`src/rtl/fft_stage_sequencer.sv`:
```
// Ping-pong FFT dataflow sequencer: one bit-reverse pass, then NUM_STAGES butterfly
// passes with alternating bank direction, behind an ap_start/ap_done/ap_continue handshake.
module fft_stage_sequencer #(
   parameter int NUM_STAGES = 10,
   parameter int STAGE_W    = 4,
   parameter int CNT_W      = 32
) (
   input  logic               ap_clk,
   input  logic               ap_rst,
   input  logic               ap_start,
   input  logic               ap_continue,
   output logic               ap_done,
   output logic               ap_idle,
   output logic               ap_ready,
   output logic               br_start,
   input  logic               br_done,
   output logic               br_continue,
   output logic               bf_start,
   input  logic               bf_done,
   output logic               bf_continue,
   output logic [STAGE_W-1:0] bf_stage,
   output logic               buf_sel,
   output logic               result_bank,
   output logic               busy,
   output logic [CNT_W-1:0]   last_cycles
);

   typedef enum logic [1:0] {
      S_IDLE   = 2'd0,
      S_BR_RUN = 2'd1,
      S_BF_RUN = 2'd2,
      S_DONE   = 2'd3
   } state_t;

   localparam logic [STAGE_W-1:0] LAST_STAGE = STAGE_W'(NUM_STAGES - 1);
   localparam logic [CNT_W-1:0]   CNT_MAX    = {CNT_W{1'b1}};
   localparam logic [CNT_W-1:0]   CNT_ONE    = CNT_W'(1);

   state_t           r_state;
   logic [CNT_W-1:0] r_cnt;
   logic [CNT_W-1:0] w_cnt_inc;

   // The run-length counter sticks at all-ones instead of wrapping.
   assign w_cnt_inc   = (r_cnt == CNT_MAX) ? CNT_MAX : (r_cnt + CNT_ONE);
   assign result_bank = NUM_STAGES[0];

   always_ff @(posedge ap_clk or posedge ap_rst) begin
      if (ap_rst) begin
         r_state     <= S_IDLE;
         r_cnt       <= '0;
         ap_idle     <= 1'b1;
         ap_done     <= 1'b0;
         ap_ready    <= 1'b0;
         busy        <= 1'b0;
         br_start    <= 1'b0;
         br_continue <= 1'b0;
         bf_start    <= 1'b0;
         bf_continue <= 1'b0;
         bf_stage    <= '0;
         buf_sel     <= 1'b0;
         last_cycles <= '0;
      end else begin
         ap_ready <= 1'b0;
         case (r_state)
            S_IDLE: begin
               if (ap_start) begin
                  r_state     <= S_BR_RUN;
                  r_cnt       <= '0;
                  ap_idle     <= 1'b0;
                  busy        <= 1'b1;
                  br_start    <= 1'b1;
                  br_continue <= 1'b1;
               end
            end
            S_BR_RUN: begin
               r_cnt <= w_cnt_inc;
               if (br_done) begin
                  r_state     <= S_BF_RUN;
                  br_start    <= 1'b0;
                  br_continue <= 1'b0;
                  bf_start    <= 1'b1;
                  bf_continue <= 1'b1;
                  bf_stage    <= '0;
                  buf_sel     <= 1'b0;
               end
            end
            S_BF_RUN: begin
               r_cnt <= w_cnt_inc;
               // bf_start stays high across stages so passes run back to back.
               if (bf_done) begin
                  if (bf_stage == LAST_STAGE) begin
                     r_state     <= S_DONE;
                     bf_start    <= 1'b0;
                     bf_continue <= 1'b0;
                     busy        <= 1'b0;
                     ap_done     <= 1'b1;
                     ap_ready    <= 1'b1;
                     last_cycles <= w_cnt_inc;
                  end else begin
                     bf_stage <= bf_stage + STAGE_W'(1);
                     buf_sel  <= ~buf_sel;
                  end
               end
            end
            S_DONE: begin
               if (ap_continue) begin
                  r_state <= S_IDLE;
                  ap_done <= 1'b0;
                  ap_idle <= 1'b1;
               end
            end
            default: begin
               r_state     <= S_IDLE;
               ap_idle     <= 1'b1;
               ap_done     <= 1'b0;
               busy        <= 1'b0;
               br_start    <= 1'b0;
               br_continue <= 1'b0;
               bf_start    <= 1'b0;
               bf_continue <= 1'b0;
            end
         endcase
      end
   end

endmodule

```
`config.mk`:
```
export PLATFORM = sky130hd
export DESIGN_NAME = fft_stage_sequencer
export DESIGN_NICKNAME = d
export VERILOG_FILES = /design/src/rtl/fft_stage_sequencer.sv
export SDC_FILE = /design/constraint.sdc
export NUM_CORES = 1
export LEC_CHECK = 0
export ABC_AREA = 1
export CAP_MARGIN = 30
export CORE_MARGIN = 2
export CORE_UTILIZATION = 25
export DETAILED_ROUTE_END_ITERATION = 16
export SLEW_MARGIN = 20
export SYNTH_ARGS = -nofsm -noshare
export SYNTH_HDL_FRONTEND = slang
export SYNTH_SLANG_ARGS = --single-unit
```
`constraint.sdc`:
```
create_clock -name ap_clk -period 3 [get_ports ap_clk]
set_input_delay 0.3 -clock ap_clk [delete_from_list [all_inputs] [get_ports ap_clk]]
set_output_delay 0.3 -clock ap_clk [all_outputs]
set_load 0.01 [all_outputs]
```
==> reports/qor.csv <==
stage;metric;value;unit
global_route;initial antenna violation count;0;
die;Cell Rows;47;
logic_synthesis;top_reg_cell synth;dfrtp_1;
timing;setup violators final;0;
timing;Fin Hold WS;0.385;ns
setup_path;critical path cell sequence;ha_1 > nand2_2 > nor2_4 > nand2_4 > nor2_4 > nand3_2 > buf_4 > nand3_1 > nand2_1 > nand2_1;
timing;Final Skew;0.00512;ns
logic_synthesis;combinational family with the most area after synthesis;simple AND/OR/NAND/NOR gates;
run;Max-cap violations;0;
logic_synthesis;Synth area leader;dfrtp_1;
clock_tree;H-tree levels;3;
placed_design;GP Congestion;0.843;
timing;Final Max Tran Viols;0;
setup_path;setup slack, reg-to-reg;0.88;ns
layout;final instance area;5150;um^2
layout;P&R area growth vs syn;24.6;%
power;VDD IR-drop max;0.311;mV
die;die width;133;um
logic_synthesis;Mapped Area;4130;um^2
global_route;vias in the first global route;3387;
layout;# diodes;0;
clock_tree;Bufs on Longest Clock Path;2;
placed_design;I/O Buffers;50;
clock_tree;hold buffers post-CTS;0;
routing;via count;3591;
setup_path;worst r2r src;r_cnt[0];
die;Initial Util;25.3;%
timing;post-layout minimum cycle time;2.12;ns
logic_synthesis;top cell type's share of synthesized area;46.0;%
die;Ports;52;
routing;Starting DRT DRC Count;226;
routing;wire length per cell;12.0;um
power;Power Density;633;nW/um^2
setup_path;Critical Path End Type;flip-flop;
logic_synthesis;asr flop ratio synth;100;%
clock_tree;clock slew at reported path FFs;0.06;ns
power;Lkg Pwr;2.45;nW
logic_synthesis;count leader, synth;nand2_1;
logic_synthesis;simple-gate share of the synthesized area;37.0;%
setup_path;R2R cell count;10;
setup_path;Required @ worst endpoint;3.27;ns
clock_tree;CTS root buf;clkbuf_16;
die;die area;17600;um^2
placed_design;placed cell area;4870;um^2
timing;RSZ-0062 raised after global routing;false;
setup_path;Slowest cell on crit path;dfrtp_1;
setup_path;CP peak stage delay;0.43;ns
logic_synthesis;Syn Nets;594;
clock_tree;Post-CTS Setup Repair Bufs;0;
logic_synthesis;Synth Area in Compound Gates;4.69;%
logic_synthesis;post-synthesis instance total;581;
global_route;All-Layer GR Usage;12.1;%
setup_path;Crit Reg-Reg Endpoint;last_cycles[17];
logic_synthesis;FF+latch count, synth;77;
logic_synthesis;YS warnings;0;
timing;setup TNS;0;ns
setup_path;startpoint types;flip-flop;
logic_synthesis;mux contribution to synthesized area;0;%
clock_tree;cells resized by post-CTS repair;0;
timing;fin crit share;70.7;%
timing;Max Freq;471;MHz
setup_path;Critical Path AT;2.39;ns
logic_synthesis;share of the yosys chip area belonging to registers;46.7;%
clock_tree;Sink Count;77;
die;Core Area;16300;um^2
global_route;grt total ovfl;0;
timing;worst-margin pin slew;0.884;ns
routing;router iterations before antenna repair;4;
routing;Post-route DRC;0;
logic_synthesis;commonest cells in the netlist;270 x nand2_1, 76 x dfrtp_1, 59 x nor2_1;
clock_tree;CTS buffer count;9;
setup_path;Crit Path Category;flip-flop to flip-flop;
layout;share of cells above drive strength 1;4.90;%
placed_design;HPWL after detailed placement;7.25;mm
timing;Rel. slew slack;41.0;%
setup_path;crit path max fanout;19;
global_route;first-pass GRT wire length;17.1;mm
outcome;status;completed;
power;total power;3.26;mW
die;die height;133;um
clock_tree;TritonCTS clock tree;yes;
logic_synthesis;Netlist cell types;29;
logic_synthesis;post-synthesis adder-cell area fraction;2.12;%
logic_synthesis;xor/xnor cell area share of the yosys netlist;2.12;%
logic_synthesis;number of flops mapped to enable cells by yosys;0;
layout;nets;642;
timing;Final Hold Viols;0;
logic_synthesis;syn avg cell area;7.11;um^2
clock_tree;clock latency on the worst-skew pair;0.33;ns
routing;Vias/cell;4.21;
worst_hold_path;Hold/Removal Path Class;primary input to async pin;
global_route;largest net degree at the start of global routing;43;
routing;post-route antenna net violation count;0;
logic_synthesis;ranking of synthesized cells by area;dfrtp_1 46%, nand2_1 25%, nor2_1 5.4%;
routing;final wirelength;10.2;mm
per-layer routing:
layer	track usage [%]	wire [um]	vias up
met1	17.8	5290	1600
met5	0	0	-
met4	4.72	161	0
met2	17.5	4260	86
li1	-	-	1892
met3	2.22	511	13
cells by family (layout without fill, tap and decap cells):
| logic type | Yosys count | count (layout) |
|---|---|---|
| simple gates | 380 | 380 |
| flops | 77 | 77 |
| buf+inv | 71 | 123 |
| compound gates | 35 | 35 |
| xor+xnor | 10 | 10 |
| fa+ha+maj | 7 | 7 |
| other cells | 1 | 1 |
flip-flops by register name, indices dropped and copies added, names as in the netlist:
signal / cells
r_state: 2
busy: 1
bf_continue: 1
br_continue: 1
ap_idle: 1
ap_ready: 1
buf_sel: 1
bf_stage: 4
last_cycles: 32
r_cnt: 32
ap_done: 1
layout by cell type (no fill, tap or decap), types with 8 or more instances in the layout:
cell             netlist  layout
nand2_1              270     270
o21ai_0               21      21
dfrtp_1               76      76
inv_1                 51      50
clkdlybuf4s50_1        0      50
nand3_1               37      37
clkbuf_16              0       9
nor2_1                59      56
xor2_1                 8       8
a31oi_1                8       8
worst max path at each step:
stage	cells past startpoint	to	start	slack, ns
after CTS	10	last_cycles[29]	r_cnt[0]	0.89
after floorplan	1	ap_done	ap_rst	0.73
after detailed placement	10	last_cycles[29]	r_cnt[0]	0.90
after global routing	10	r_cnt[26]	r_cnt[0]	0.70
final	10	last_cycles[17]	r_cnt[0]	0.88
after global placement	10	last_cycles[30]	r_cnt[0]	0.96
power by group:
part	switching, mW	leakage [nW]	total [mW]	internal (mW)
logic	0.645	1.28	0.994	0.349
registers	0.0961	1.03	1.25	1.15
clock network	0.396	0.139	1.02	0.622
total	1.14	2.45	3.26	2.12
critical path: cells and delay by family (launching register included):
kind          cells  cell delay [ns]
simple gates      8             1.06
fa+ha+maj         1             0.26
buf+inv           1             0.32
flops             1             0.43
stage by stage:
stage                     setup slack, ns  std cells  util (%)
final                               0.878        853      31.5
after global routing                0.696        853      31.5
after CTS                           0.887        853      31.5
after detailed placement            0.905        838      29.8
after global placement              0.963        838      29.8
after floorplan                     0.735        581         -
cell type report:
type,count,area (um^2)
well taps,220,275
fillers,1813,11200
repair buffers,57,566
multi-input cells,433,1910
clock inverters,1,5.00
flip-flops and latches,77,1930
inverters,51,193
clock buffers,14,274
Note: power is estimated with default switching activity, not from simulation.
